$ cat config.mk
export PLATFORM = sky130hd
export DESIGN_NAME = pc_fetch_unit_flat
export DESIGN_NICKNAME = d
export VERILOG_FILES = /design/src/rtl/pc_fetch_unit_if.sv /design/src/rtl/pc_fetch_unit.sv /design/src/flat_wrapper.sv
export SDC_FILE = /design/constraint.sdc
export NUM_CORES = 1
export LEC_CHECK = 0
export ABC_AREA = 1
export BUFFER_PORTS_ARGS = -buffer_cell sky130_fd_sc_hd__buf_2
export CAP_MARGIN = 25
export CELL_PAD_IN_SITES_DETAIL_PLACEMENT = 0
export CELL_PAD_IN_SITES_GLOBAL_PLACEMENT = 1
export CORE_AREA = 10 10 158 160
export CTS_BUF_LIST = sky130_fd_sc_hd__clkbuf_4
export DETAILED_ROUTE_END_ITERATION = 8
export DIE_AREA = 0 0 168 170
export PLACE_DENSITY_LB_ADDON = 0.1
export SLEW_MARGIN = 30
export SYNTH_ARGS = -nofsm -noshare
export SYNTH_HDL_FRONTEND = slang
export SYNTH_SLANG_ARGS = --single-unit
export TNS_END_PERCENT = 5
$ cat constraint.sdc
create_clock -name clk -period 2.5 [get_ports clk]
set_clock_uncertainty 0.15 [all_clocks]
set_input_delay 0 -clock clk [delete_from_list [all_inputs] [get_ports clk]]
set_output_delay 0 -clock clk [all_outputs]
set_load 0.02 [all_outputs]
$ cat src/rtl/pc_fetch_unit_if.sv
// Instruction-memory request/response bus between the fetch unit and imem.
interface pc_fetch_unit_if;
  logic        imem_req;
  logic [31:0] imem_addr;
  logic        imem_gnt;
  logic        imem_rvalid;
  logic [31:0] imem_rdata;

  modport master (
    output imem_req,
    output imem_addr,
    input  imem_gnt,
    input  imem_rvalid,
    input  imem_rdata
  );

  modport slave (
    input  imem_req,
    input  imem_addr,
    output imem_gnt,
    output imem_rvalid,
    output imem_rdata
  );
endinterface

$ cat src/rtl/pc_fetch_unit.sv
// PC register and instruction-fetch front end: single outstanding imem
// request, IF/ID slot with a one-entry skid buffer, redirect/flush.
module pc_fetch_unit #(
  parameter logic [31:0] RESET_PC  = 32'h0000_0000,
  parameter logic [31:0] NOP_INSTR = 32'h0000_0013
) (
  input  logic                    clk,
  input  logic                    rst_n,
  input  logic [31:0]             next_pc,
  input  logic                    redirect,
  input  logic                    stall,
  output logic [31:0]             pc_out,
  output logic [31:0]             pc_plus4,
  pc_fetch_unit_if.master         imem,
  output logic                    if_valid,
  output logic [31:0]             if_pc,
  output logic [31:0]             if_instr
);

  typedef enum logic [1:0] {
    S_REQ  = 2'd0,
    S_WAIT = 2'd1,
    S_HOLD = 2'd2
  } state_e;

  state_e      state_q, state_d;
  logic [31:0] pc_q, pc_d;
  logic        kill_q, kill_d;
  logic        if_valid_q, if_valid_d;
  logic [31:0] if_pc_q, if_pc_d;
  logic [31:0] if_instr_q, if_instr_d;
  // Skid buffer occupancy is implied by state_q == S_HOLD.
  logic [31:0] skid_pc_q, skid_pc_d;
  logic [31:0] skid_instr_q, skid_instr_d;
  logic [31:0] pc_inc;

  assign pc_inc         = pc_q + 32'd4;
  assign pc_out         = pc_q;
  assign pc_plus4       = pc_inc;
  assign imem.imem_req  = (state_q == S_REQ);
  assign imem.imem_addr = pc_q;
  assign if_valid       = if_valid_q;
  assign if_pc          = if_pc_q;
  assign if_instr       = if_instr_q;

  // Next-state logic: redirect overrides stall and data capture.
  always_comb begin
    state_d      = state_q;
    pc_d         = pc_q;
    kill_d       = kill_q;
    if_valid_d   = if_valid_q;
    if_pc_d      = if_pc_q;
    if_instr_d   = if_instr_q;
    skid_pc_d    = skid_pc_q;
    skid_instr_d = skid_instr_q;

    // Decode consumes the slot; may be overwritten by new data below.
    if (if_valid_q && !stall) begin
      if_valid_d = 1'b0;
    end

    if (redirect) begin
      pc_d       = next_pc;
      if_valid_d = 1'b0;
      if_instr_d = NOP_INSTR;
      unique case (state_q)
        S_REQ: begin
          if (imem.imem_gnt) begin
            state_d = S_WAIT;
            kill_d  = 1'b1;
          end
        end
        S_WAIT: begin
          if (imem.imem_rvalid) begin
            state_d = S_REQ;
            kill_d  = 1'b0;
          end else begin
            kill_d  = 1'b1;
          end
        end
        S_HOLD:  state_d = S_REQ;
        default: state_d = S_REQ;
      endcase
    end else begin
      unique case (state_q)
        S_REQ: begin
          if (imem.imem_gnt) begin
            state_d = S_WAIT;
          end
        end
        S_WAIT: begin
          if (imem.imem_rvalid) begin
            if (kill_q) begin
              kill_d  = 1'b0;
              state_d = S_REQ;
            end else if (!if_valid_q || !stall) begin
              if_valid_d = 1'b1;
              if_pc_d    = pc_q;
              if_instr_d = imem.imem_rdata;
              pc_d       = pc_inc;
              state_d    = S_REQ;
            end else begin
              skid_pc_d    = pc_q;
              skid_instr_d = imem.imem_rdata;
              pc_d         = pc_inc;
              state_d      = S_HOLD;
            end
          end
        end
        S_HOLD: begin
          if (!stall) begin
            if_valid_d = 1'b1;
            if_pc_d    = skid_pc_q;
            if_instr_d = skid_instr_q;
            state_d    = S_REQ;
          end
        end
        default: state_d = S_REQ;
      endcase
    end
  end

  // State and datapath registers.
  always_ff @(posedge clk or negedge rst_n) begin
    if (!rst_n) begin
      state_q      <= S_REQ;
      pc_q         <= RESET_PC;
      kill_q       <= 1'b0;
      if_valid_q   <= 1'b0;
      if_pc_q      <= '0;
      if_instr_q   <= NOP_INSTR;
      skid_pc_q    <= '0;
      skid_instr_q <= '0;
    end else begin
      state_q      <= state_d;
      pc_q         <= pc_d;
      kill_q       <= kill_d;
      if_valid_q   <= if_valid_d;
      if_pc_q      <= if_pc_d;
      if_instr_q   <= if_instr_d;
      skid_pc_q    <= skid_pc_d;
      skid_instr_q <= skid_instr_d;
    end
  end

endmodule
$ cat src/flat_wrapper.sv
// flat-port wrapper written by rule: the top's interface ports become plain ports
module pc_fetch_unit_flat 
#(
  parameter logic [31:0] RESET_PC  = 32'h0000_0000,
  parameter logic [31:0] NOP_INSTR = 32'h0000_0013
)
  (clk, rst_n, next_pc, redirect, stall, pc_out, pc_plus4, if_valid, if_pc, if_instr, imem_imem_req, imem_imem_addr, imem_imem_gnt, imem_imem_rvalid, imem_imem_rdata);
  pc_fetch_unit_if imem_i ();
  input  logic clk;
  input  logic rst_n;
  input  logic [31:0] next_pc;
  input  logic redirect;
  input  logic stall;
  output logic [31:0] pc_out;
  output logic [31:0] pc_plus4;
  output logic if_valid;
  output logic [31:0] if_pc;
  output logic [31:0] if_instr;
  output wire logic [$bits(imem_i.imem_req)-1:0] imem_imem_req;
  output wire logic [$bits(imem_i.imem_addr)-1:0] imem_imem_addr;
  input wire logic [$bits(imem_i.imem_gnt)-1:0] imem_imem_gnt;
  input wire logic [$bits(imem_i.imem_rvalid)-1:0] imem_imem_rvalid;
  input wire logic [$bits(imem_i.imem_rdata)-1:0] imem_imem_rdata;
  assign imem_imem_req = imem_i.imem_req;
  assign imem_imem_addr = imem_i.imem_addr;
  assign imem_i.imem_gnt = imem_imem_gnt;
  assign imem_i.imem_rvalid = imem_imem_rvalid;
  assign imem_i.imem_rdata = imem_imem_rdata;
  pc_fetch_unit #(.RESET_PC(RESET_PC), .NOP_INSTR(NOP_INSTR)) u_core (.clk(clk), .rst_n(rst_n), .next_pc(next_pc), .redirect(redirect), .stall(stall), .pc_out(pc_out), .pc_plus4(pc_plus4), .imem(imem_i), .if_valid(if_valid), .if_pc(if_pc), .if_instr(if_instr));
endmodule
# == Yosys cells after proc, flatten, opt, wreduce, memory -nomap -nowiden ==
# Cells that the tools add are included.
# word_totals
out_inout_bits,162
ff_bits,164
# classes
add_sub_neg,1
eq_ne,12
mux,37
reduce_logical,16
bitwise_logic,3
# ops
cell,n
two-way mux 32 bit,13
one-hot mux 32 bit (2 select lines),2
adder 32 x 3 -> 32 bit (second input constant),1
two-way mux 2 bit,7
two-way mux 1 bit,11
AND reduction 5 bit,2
inequality test 3 bit (second input constant),3
inequality test 2 bit (second input constant),4
nonzero test 2 bit,4
inequality test 3 x 2 -> 1 bit (second input constant),2
one-hot mux 2 bit (3 select lines),1
AND reduction 6 bit,1
one-hot mux 1 bit (2 select lines),2
one-hot mux 2 bit (2 select lines),1
AND reduction 4 bit,1
inverter 1 bit,3
AND reduction 3 bit,1
nonzero test 3 bit,1
equality test 2 x 1 -> 1 bit (second input constant),1
equality test 2 bit (second input constant),1
logical NOT 1 bit,2
logical NOT 2 bit,1
inequality test 2 x 1 -> 1 bit (second input constant),1
AND reduction 2 bit,1
other kinds (2),2

# == Depth between registers and ports, before layout ==
# Gate-level depths: netlist (run 1).
# depth
word_depth,8
ltp_mapped,12
depth_no_buf,10

# == Least setup slack after synthesis (run 1) ==
# Ideal clock, no wire load.
# synth_timing
path_kind,reg-to-reg
startpoint,"reg u_core.pc_q[3], in the netlist u_core.imem.imem_addr[3]"
endpoint,"reg u_core.pc_q[16], in the netlist u_core.imem.imem_addr[16]"
setup_ns,0.066
arrival_ns,1.723
synth_period_minus_slack_ns,1.938
stages_incl_launch_ff,8
slack_ns,0.562
path_cell_list,dfrtp_1 -> ha_1 -> nand3_1 -> nor2_1 -> nand3_1 -> xor2_1 -> nand2_1 -> nand2_1
# synth_between
elab_chain_cells,5
# synth_lines
item,line_no,source
start: declaration,pc_fetch_unit.sv:27,"logic [31:0] pc_q, pc_d;"
start signal: assignment,pc_fetch_unit.sv:136,pc_q <= pc_d;
adder 32 x 3 -> 32 bit,pc_fetch_unit.sv:37,assign pc_inc = pc_q + 32'd4;
net pc_plus4[16],flat_wrapper.sv:15,output logic [31:0] pc_plus4;
two-way mux 32 bit,pc_fetch_unit.sv:93,if (kill_q) begin
two-way mux 32 bit,pc_fetch_unit.sv:92,if (imem.imem_rvalid) begin
two-way mux 32 bit,pc_fetch_unit.sv:85,unique case (state_q)
two-way mux 32 bit,pc_fetch_unit.sv:62,if (redirect) begin
# The timed path passes the listed nets, and every way through them passes these cells. The select of a mux whose other input is x is not followed.
# A chain may end at the register's enable or synchronous reset.

# == Final worst setup path (run 1) ==
# layout_timing
startpoint,"reg u_core.pc_q[7], in the netlist u_core.imem.imem_addr[7]"
endpoint,out pc_plus4[20]
# layout_between
elab_chain_cells,1
# layout_lines
item,line_no
adder 32 x 3 -> 32 bit,pc_fetch_unit.sv:37
end: declaration,flat_wrapper.sv:15
# Every way passes these cells.

==> impl_metrics.toml, run 1 <==
[finish]
nNetsFinal = 1492
drive_above_1_share = 0.2406
fillCellCount = 2148
final_cells = 1711
area_delta_synth_final_pct = 36.70
final_cell_area_um2 = 11480

[yosys]
synth-seq-area-share = 0.4891
muxShareOfSynthArea = 0
synth_seq_cells = 164
synth_top_family_by_area = "simple AND/OR/NAND/NOR gates"
ys_warn_count = 0
synth_cell_types = 34
synth_top_area_share = 0.4797
synth-compound-area-share = 0.1231
netlist_instances = 1087
synthSimpleGateAreaFrac = 0.2469
synth.avg_cell_area_um2 = 7.726
synth_top_area_cell = "dfrtp_1"
synth_xor_area_frac = 0.02190
synthTopCellsByArea = "dfrtp_1, nand2_1, o21ai_0"
syn_nets = 1161
synthAdderAreaFrac = 0.005959
netlist_area_um2 = 8398

[sta]
finalSetupTns_ns = 0
slew_violations = 0
rsz0062_at_grt = "true"
fmax_mhz = 420.4
worstMarginPinSlew_ns = 0.5192
setup_viol = 0
hold_viol = 0
finalCriticalPeriod_ns = 2.379
timing.final.crit_share = 0.9514
maxSlewHeadroom = 0.6539

[power]
vdd_drop_max_mv = 0.3679
leakagePower_uw = 0.005986
total_power_uw = 9259
p_per_area_nw_per_um2 = 806.6

[floorplan]
start_util = 0.3872
die_y_um = 170
fp-row-count = 54
coreArea_um2 = 21690
dieWidth_um = 168
die_area_um2 = 28560
io_pins = 232

[drt]
dr_wl_met2_um = 12440
routed.top_layer = "met5"
wl_met3_um = 2045
drc_errors = 0
first_pass_iters = 5
drtIter0Drc = 504
antenna_left = 0
vias = 8000
viasPerCell = 4.676
drt_wl_total_um = 27360
drt-wirelength-per-cell_um = 15.99
wl_met1_um = 12630

[setup_path]
crit_type = "reg2out"
startpoint_type = "register"
cp.required_ns = 2.35
arrival_ns = 2.23
crit_path_cell_trace = "nand2_1 > nor2_1 > nand2_4 > nor2_4 > nand2_1 > nand2_1 > and2_4 > buf_6"
cpMostUsedCell = "nand2_1"
cpPeakStageDelay_ns = 0.50
cp_slowest_cell = "dfrtp_1"
critPathMaxFanout = 6
cp-end-kind = "output port"

[place]
placed_cell_area_um2 = 9625
gp_congestion = 0.8145
hpwl_um = 18740
dpl.cell_count = 1530
io_buffer_count = 231

[clocking]
clk_latency_ns = 0.57
clock-sinks = 164
root_buffer = "clkbuf_4"
cts_tree = "built"
path_clk_slew_ns = 0.15
clock_path_buffers = 2
cts_buffers = 17
h-tree-depth = 4

[global_routing]
antenna_found_initial = 2
grt_util_all_layers = 0.1868
grt_pass1_vias = 7898
grt_max_degree = 60
grt_overflow = 0
grt_pass1_wl_um = 43280

[run_status]
status = "completed"

[min_path]
hold_class = "in2reg"

[job]
drv_cap = 0
-- cells in the mapped netlist, drive strengths merged --
| cell | instances |
|---|---|
| a21oi | 1 |
| a22oi | 2 |
| a31oi | 2 |
| and2 | 5 |
| buf | 64 |
| clkbuf | 22 |
| clkinv | 1 |
| dfrtp | 161 |
| dfstp | 3 |
| ha | 4 |
| inv | 112 |
| nand2 | 389 |
| nand3 | 54 |
| nand4 | 1 |
| nor2 | 54 |
| o211ai | 5 |
| o21ai | 190 |
| o221ai | 1 |
| or2 | 1 |
| xor2 | 15 |
-- cell usage in the layout (no fill, tap or decap), types with 10 or more instances in the layout --
master / synthesis / layout
nand3_1: 54 / 51
dlygate4sd3_1: 0 / 139
nor2_1: 43 / 39
dfrtp_2: 0 / 10
o21ai_0: 154 / 154
inv_1: 108 / 108
clkbuf_4: 0 / 17
dfrtp_1: 161 / 151
o21ai_1: 35 / 35
nand2_1: 383 / 383
buf_2: 18 / 226
buf_4: 39 / 21
-- sequential cells by signal, indices dropped and copies added, names as in the netlist --
signal / count
u_core.imem.imem_addr: 32
u_core.if_pc: 32
u_core.kill_q: 1
u_core.skid_pc_q: 32
u_core.if_valid: 1
u_core.state_q: 2
u_core.if_instr: 32
u_core.skid_instr_q: 32
-- critical path: cells and delay by family (launching register included) --
| family | cells | cell delay (ns) |
|---|---|---|
| DFF | 1 | 0.50 |
| and+or+nand+nor | 7 | 1.06 |
| buffers and inverters | 1 | 0.11 |
-- power by group --
| group | internal [µW] | switching (µW) | total (µW) |
|---|---|---|---|
| registers | 3390 | 510 | 3900 |
| clock network | 518 | 1040 | 1560 |
| logic | 1410 | 2390 | 3800 |
| total | 5320 | 3940 | 9260 |
-- stage by stage --
| step | util | setup WS (ns) | hold WS [ns] |
|---|---|---|---|
| finish | 0.5293 | 0.1214 | 0.08767 |
| global route | 0.5293 | -0.03347 | 0.03769 |
| CTS | 0.5230 | 0.01757 | 0.03292 |
| detailed placement | 0.4438 | 0.3932 | -0.1106 |
| global placement | 0.4438 | 0.3986 | -0.1141 |
| floorplan | - | 0.5618 | -0.4456 |
-- cell families after synthesis --
group	count (synthesis)
buf+inv	199
xor+xnor	15
fa+ha+maj	4
compound gates	201
flops	164
simple gates	504
-- cell type report --
type	count	area (µm²)	area share
repair buffers	397	2882	0.2510
diodes	1	2.502	0.0002180
well taps	280	350.3	0.03052
inverters	113	426.7	0.03717
clock inverters	14	138.9	0.01210
flip-flops and latches	164	4120	0.3589
clock buffers	17	127.6	0.01112
multi-input cells	725	3432	0.2990
-- path summary, 6_finish.rpt --
path                                          start                       end  slack, ns  cells past startpoint
min                             imem_imem_rdata[28]   u_core.skid_instr_q[28]       0.09                      4
min reg2reg                         u_core.if_pc[9]           u_core.if_pc[9]       0.34                      2
min in group asynchronous                     rst_n       u_core.if_instr[29]       0.39                      4
max reg2reg                       u_core.state_q[1]  u_core.imem.imem_addr[7]       0.12                      9
max in group asynchronous                     rst_n           u_core.if_valid       1.50                      4
max                        u_core.imem.imem_addr[7]              pc_plus4[20]       0.12                      8
-- routing by layer --
metal / GRT usage / vias up
li1: - / 4032
met1: 0.2546 / 3711
met2: 0.2891 / 234
met3: 0.05506 / 21
met4: 0.03785 / 2
met5: 0 / -
-- repair_timing --
item / CTS / global route
gates resized for setup: 4 / 27
setup endpoints to repair: 10 / 45
hold buffers: 140 / 0
endpoints found under the hold margin: 265 / 0
buffers inserted: 3 / 5
pin swaps: 1 / 9
gates cloned: 0 / 1
No activity file was read; power rests on OpenSTA's default activity.
==> run 2, diff against run 1 <==
--- a/config.mk
+++ b/config.mk
@@ -5,15 +5,14 @@
 export SDC_FILE = /design/constraint.sdc
 export NUM_CORES = 1
 export LEC_CHECK = 0
-export ABC_AREA = 1
 export BUFFER_PORTS_ARGS = -buffer_cell sky130_fd_sc_hd__buf_2
 export CAP_MARGIN = 25
 export CELL_PAD_IN_SITES_DETAIL_PLACEMENT = 0
 export CELL_PAD_IN_SITES_GLOBAL_PLACEMENT = 1
-export CORE_AREA = 10 10 158 160
+export CORE_AREA = 10 10 155 157
 export CTS_BUF_LIST = sky130_fd_sc_hd__clkbuf_4
 export DETAILED_ROUTE_END_ITERATION = 8
-export DIE_AREA = 0 0 168 170
+export DIE_AREA = 0 0 165 167
 export PLACE_DENSITY_LB_ADDON = 0.1
 export SLEW_MARGIN = 30
 export SYNTH_ARGS = -nofsm -noshare
==> constraint.sdc (replaced) <==
create_clock -name clk -period 2.38 [get_ports clk]
set_clock_uncertainty 0.15 [all_clocks]
set_input_delay 0 -clock clk [delete_from_list [all_inputs] [get_ports clk]]
set_output_delay 0 -clock clk [all_outputs]
set_load 0.02 [all_outputs]
==> run 2 against run 1 <==
Against the previous run:
- the flow now finishes with violations (setup timing)
- non-clock buffer count fell by 6
- combinational power increased by 9.2%
- sequential power rose by 7.9%
- synthesized cell count is 30% lower
- die area shrank 3.5%
- clock power up 26%
- area after synthesis fell by 1.3%
- sequential share of layout area about the same
- final cell count fell by 20%
- core utilization grew 2.3 points
- critical path type unchanged
- largest power group unchanged
==> impl_metrics.toml, run 2 <==
[sta]
rsz0062_at_grt = "true"
hold_viol = 0
worstMarginPinSlew_ns = 0.7220
setup_viol = 2
maxSlewHeadroom = 0.5169
fin_ws_ns = -0.03170
slew_violations = 0
timing.final.crit_share = 1.013
fmax_mhz = 414.6
finalCriticalPeriod_ns = 2.412

[power]
comb_power_share = 0.402
switching_share = 0.3877
p_int_uw = 6318
p_seq_frac = 0.408
p_per_area_nw_per_um2 = 897.9
total_power_uw = 10320
power_switching_uw = 4001
vdd_drop_max_mv = 0.4701
leakagePower_uw = 0.005306
p_clk_frac = 0.190

[yosys]
synth_cell_types = 56
muxShareOfSynthArea = 0.1669
synthSimpleGateAreaFrac = 0.1188
synth_top_flop_cell = "dfrtp_1"
synthAdderAreaFrac = 0.006040
synth_top_area_share = 0.4863
synth_edf_count = 0
syn_nets = 831
synth-seq-area-share = 0.4958
synthTopCellsByArea = "dfrtp_1, mux2_2, mux2i_1"
netlist_instances = 757
async_flop_share = 1.000
synth_commonest_cells = "dfrtp_1, nor2_1, mux2_2, mux2i_1, nand2_1"
synth_most_common_cell = "dfrtp_1"
synth_xor_area_frac = 0.04228
synth-compound-area-share = 0.09091
synth.avg_cell_area_um2 = 10.95
netlist_area_um2 = 8285
ys_warn_count = 0
synth_seq_cells = 164
synth_top_area_cell = "dfrtp_1"
synth_top_family_by_area = "multiplexers"

[drt]
drt_wl_total_um = 25370
drt-wirelength-per-cell_um = 18.56
drtIter0Drc = 353
vias = 6870
antenna_left = 0
viasPerCell = 5.026
drc_errors = 0
first_pass_iters = 5

[global_routing]
grt_pass1_vias = 7335
grt_overflow = 0
use_met3 = 0.05079
grt.busiest_layer = "met2"
use_met1 = 0.2217
antenna_found_initial = 1
grt_max_degree = 92
grt_pass1_wl_um = 39850
met2_usage = 0.3031
grt_util_all_layers = 0.1803

[job]
drv_cap = 0

[clocking]
path_clk_slew_ns = 0.14
cts_tree = "built"
clock_path_buffers = 2
clk_latency_ns = 0.56
h-tree-depth = 4
cts_buffers = 17
clock-sinks = 164
root_buffer = "clkbuf_4"

[finish]
fillCellCount = 1861
mostFrequentLayoutCells = "buf_2, dfrtp_1, dlygate4sd3_1"
nNetsFinal = 1152
final_cells = 1367
mostFrequentLayoutCell = "buf_2"
final_core_util = 0.5519
final_cell_area_um2 = 11490
area_delta_synth_final_pct = 38.70
drive_above_1_share = 0.4015

[floorplan]
die_y_um = 167
die_area_um2 = 27560
fp-row-count = 53
start_util = 0.3979
dieWidth_um = 165
coreArea_um2 = 20820
io_pins = 232

[setup_path]
arrival_ns = 2.26
cp-end-kind = "output port"
cp.required_ns = 2.23
crit_type = "reg2out"
startpoint_type = "register"
critPathMaxFanout = 5

[place]
dpl.cell_count = 1202
io_buffer_count = 231
placed_cell_area_um2 = 9560
gp_congestion = 0.8226
hpwl_um = 16900

[run_status]
violations = "setup timing"
status = "finished, violations left"

[min_path]
hold_class = "in2reg"
[run 2: changes by cell type in the layout (fill, tap and decap cells not counted), sizes merged, moves of 30 or more]
cell	before	now
dlygate4sd3	139	104
mux2i	0	65
nand2	389	47
nand3	55	21
mux2	0	65
a21oi	1	39
o21ai	190	28
inv	120	14
a211oi	0	30
[run 2: area by class of cell]
type | count | area [µm²] | share of cell area
flip-flops and latches | 164 | 4130 | 0.3594
clock buffers | 18 | 135.1 | 0.01176
inverters | 14 | 52.55 | 0.004573
multi-input cells | 490 | 3747 | 0.3261
repair buffers | 391 | 2870 | 0.2498
well taps | 275 | 344.1 | 0.02994
clock inverters | 14 | 210.2 | 0.01829
diodes | 1 | 2.502 | 0.0002177
[run 2: routing by layer]
metal	routed length, µm	part of all wire
met5	0	0
met4	270	0.011
met3	1531	0.060
met2	12570	0.50
met1	11000	0.43
[run 2: final timing paths]
kind                                          start                   endpoint  slack [ns]  cells past startpoint
setup reg to reg                  u_core.state_q[1]           u_core.if_pc[22]        0.14                      8
hold / removal                   imem_imem_rdata[9]     u_core.skid_instr_q[9]        0.06                      3
min in group asynchronous                     rst_n         u_core.if_instr[3]        0.41                      4
setup / recovery           u_core.imem.imem_addr[2]               pc_plus4[26]       -0.03                      8
hold reg to reg                 u_core.skid_pc_q[2]        u_core.skid_pc_q[2]        0.35                      2
max in group asynchronous                     rst_n  u_core.imem.imem_addr[22]        1.29                      4
[run 2: power by group through the flow]
stage               registers (µW)  logic, µW  clock network [µW]
global route                  4330       4530                2150
finish                        4210       4150                1960
global placement              4290       3660                   0
CTS                           4220       4070                2020
floorplan                     4840       1900                   0
detailed placement            4340       3730                   0
[run 2: stage by stage]
step                setup slack (ns)  hold WS (ns)  TNS (ns)
detailed placement           0.01035       -0.1549         0
CTS                         -0.05560       0.01284   -0.3056
finish                      -0.03170       0.06145  -0.05918
floorplan                     0.2070       -0.4456         0
global route                 -0.1726       0.02151    -1.957
global placement              0.1589       -0.1572         0
[run 2: kinds of logic after synthesis]
group                    Yosys count
AND/OR/NAND/NOR                  196
flip-flops                       164
multiplexers                     130
AO/OA/AOI/OAI                    120
buffers and inverters            103
XOR/XNOR                          40
adder cells (fa/ha/maj)            4
[run 2: repair_timing]
item | CTS | global route
hold buffers | 105 | 0
pin swaps | 14 | 13
setup buffers | 23 | 1
gates cloned | 1 | 2
resized for setup | 48 | 26
setup endpoints to repair | 20 | 86
endpoints found under the hold margin | 305 | 0
[run 2: worst max-delay path, cell delays in order (launching register included)]
cell	delay [ns]
dfrtp_1	0.44
ha_4	0.18
nand3_4	0.09
nor3_4	0.24
buf_6	0.18
nand3_2	0.11
nor2_4	0.13
xor2_1	0.18
buf_4	0.17
==> run 3, diff against run 2 <==
--- a/config.mk
+++ b/config.mk
@@ -14,6 +14,7 @@
 export DETAILED_ROUTE_END_ITERATION = 8
 export DIE_AREA = 0 0 165 167
 export PLACE_DENSITY_LB_ADDON = 0.1
+export SKIP_CTS_REPAIR_TIMING = 1
 export SLEW_MARGIN = 30
 export SYNTH_ARGS = -nofsm -noshare
 export SYNTH_HDL_FRONTEND = slang
==> constraint.sdc (replaced) <==
create_clock -name clk -period 2.38 [get_ports clk]
set_clock_uncertainty 0.15 [all_clocks]
set_input_delay 0 -clock clk [delete_from_list [all_inputs] [get_ports clk]]
set_output_delay 0 -clock clk [all_outputs]
set_load 0.05 [all_outputs]
==> run 3 against run 2 <==
Against the previous run:
- the flow still finishes with violations (setup timing)
- combinational power up 36%
- first-iteration DRC count shrank 11%
- fmax shrank 1.9%
- sequential power is essentially flat
- final cell count barely moved
- global-route usage is 1.5 points lower
- count of clock-buffer cells in the layout down 1
- highest routed layer unchanged
==> impl_metrics.toml, run 3 (same netlist as run 2, synthesis figures left out) <==
[run_status]
status = "finished, violations left"
violations = "setup timing"

[sta]
setup_viol = 6
rsz0062_at_grt = "true"
fmax_mhz = 406.7
timing.final.crit_share = 1.033
finalSetupTns_ns = -0.1852
slew_violations = 0
maxSlewHeadroom = 0.5442
fin_ws_ns = -0.07876
worstMarginPinSlew_ns = 0.6811
finalCriticalPeriod_ns = 2.459
hold_viol = 0

[global_routing]
grt_util_all_layers = 0.1657
grt_pass1_wl_um = 36400
grt_max_degree = 68
grt_overflow = 0
antenna_found_initial = 1
grt_pass1_vias = 6607

[clocking]
clock_path_buffers = 2
h-tree-depth = 4
cts_buffers = 17
clk_latency_ns = 0.55
clock-sinks = 164
cts_tree = "built"
root_buffer = "clkbuf_4"
path_clk_slew_ns = 0.14

[setup_path]
critPathMaxFanout = 7
cp-end-kind = "output port"
critPathBufInv = 2
crit_type = "reg2out"
startpoint_type = "register"
cpPeakStageDelay_ns = 0.45
arrival_ns = 2.31
cp_slowest_cell = "dfrtp_2"
crit_path_cell_trace = "nand3_1 > nor4_2 > buf_4 > nand4_1 > xnor2_2 > buf_6"
cp.required_ns = 2.23
path_delay_family = "simple AND/OR/NAND/NOR gates"

[floorplan]
io_pins = 232
die_area_um2 = 27560
die_y_um = 167
start_util = 0.3979
coreArea_um2 = 20820
dieWidth_um = 165
fp-row-count = 53

[place]
dp_slack_ns = 0.06352
io_buffer_count = 231
hpwl_um = 17090
placed_cell_area_um2 = 9615
gp_congestion = 0.8354

[finish]
area_delta_synth_final_pct = 35.28
drive_above_1_share = 0.4123
final_cell_area_um2 = 11210
mostFrequentLayoutCell = "buf_2"
mostFrequentLayoutCells = "buf_2, dfrtp_1, dlygate4sd3_1"
nNetsFinal = 1150

[power]
vdd_drop_max_mv = 0.4946
leakagePower_uw = 0.005253
p_per_area_nw_per_um2 = 1018

[drt]
wl_met3_um = 1560
routed.top_layer = "met4"
dr_wl_met2_um = 11760
viasPerCell = 4.952
antenna_left = 0
drc_errors = 0
drt-wirelength-per-cell_um = 17.70
drt_wl_total_um = 24190
first_pass_iters = 6
wl_met1_um = 10550
vias = 6765
drtIter0Drc = 315

[min_path]
hold_class = "in2reg"

[job]
drv_cap = 0
-- run 3: cell count changes in the layout (fill, tap and decap cells not counted), moves of 3 or more --
cell / change
clkbuf_4: +3
buf_4: +16
nand3_1: +4
dlygate4sd3_1: -17
bufinv_16: -4
buf_12: -3
-- run 3: where the power goes --
part	switching, µW	total [µW]	internal [µW]
Clock	1040	1560	522
Combinational	3970	5630	1660
Sequential	546	4220	3670
-- run 3: area by class of cell --
cell class	count	area [µm²]
Fill cell	1863	9614
Sequential cell	164	4129
Multi-Input combinational cell	490	3689
Timing Repair Buffer	389	2730
Tap cell	275	344.1
Clock inverter	15	131.4
Clock buffer	17	127.6
Inverter	14	52.55
Antenna cell	2	5.005
-- run 3: worst min-delay path: stages --
cell,delay (ns)
dlygate4sd3_1,0.51
buf_2,0.09
nand2_1,0.05
o21ai_0,0.06
-- run 3: path summary, 6_finish.rpt --
check,startpoint,to,slack (ns),cells past startpoint
min in group asynchronous,rst_n,u_core.if_instr[7],0.37,3
min,next_pc[19],u_core.imem.imem_addr[19],0.05,4
max reg2reg,u_core.state_q[1],u_core.if_instr[14],0.16,8
max in group asynchronous,rst_n,u_core.imem.imem_addr[8],0.93,4
max,u_core.imem.imem_addr[17],pc_plus4[29],-0.08,6
min reg2reg,u_core.skid_pc_q[2],u_core.skid_pc_q[2],0.36,2
-- run 3: through the flow --
step,utilization,total power (µW),hold slack (ns),std cells
final,0.5383,11410,0.04595,1366
after global routing,0.5383,12090,0.002243,1366
after CTS,0.4742,11250,-0.7534,1242
after detailed placement,0.4618,9661,-0.09152,1210
after global placement,0.4618,9532,-0.09432,1210
after floorplan,-,8312,-0.4456,757
-- run 3: routing by layer --
layer,track usage,up-vias
met5,0,-
li1,-,3251
met4,0.04430,0
met1,0.2095,3288
met3,0.04438,25
met2,0.2716,201
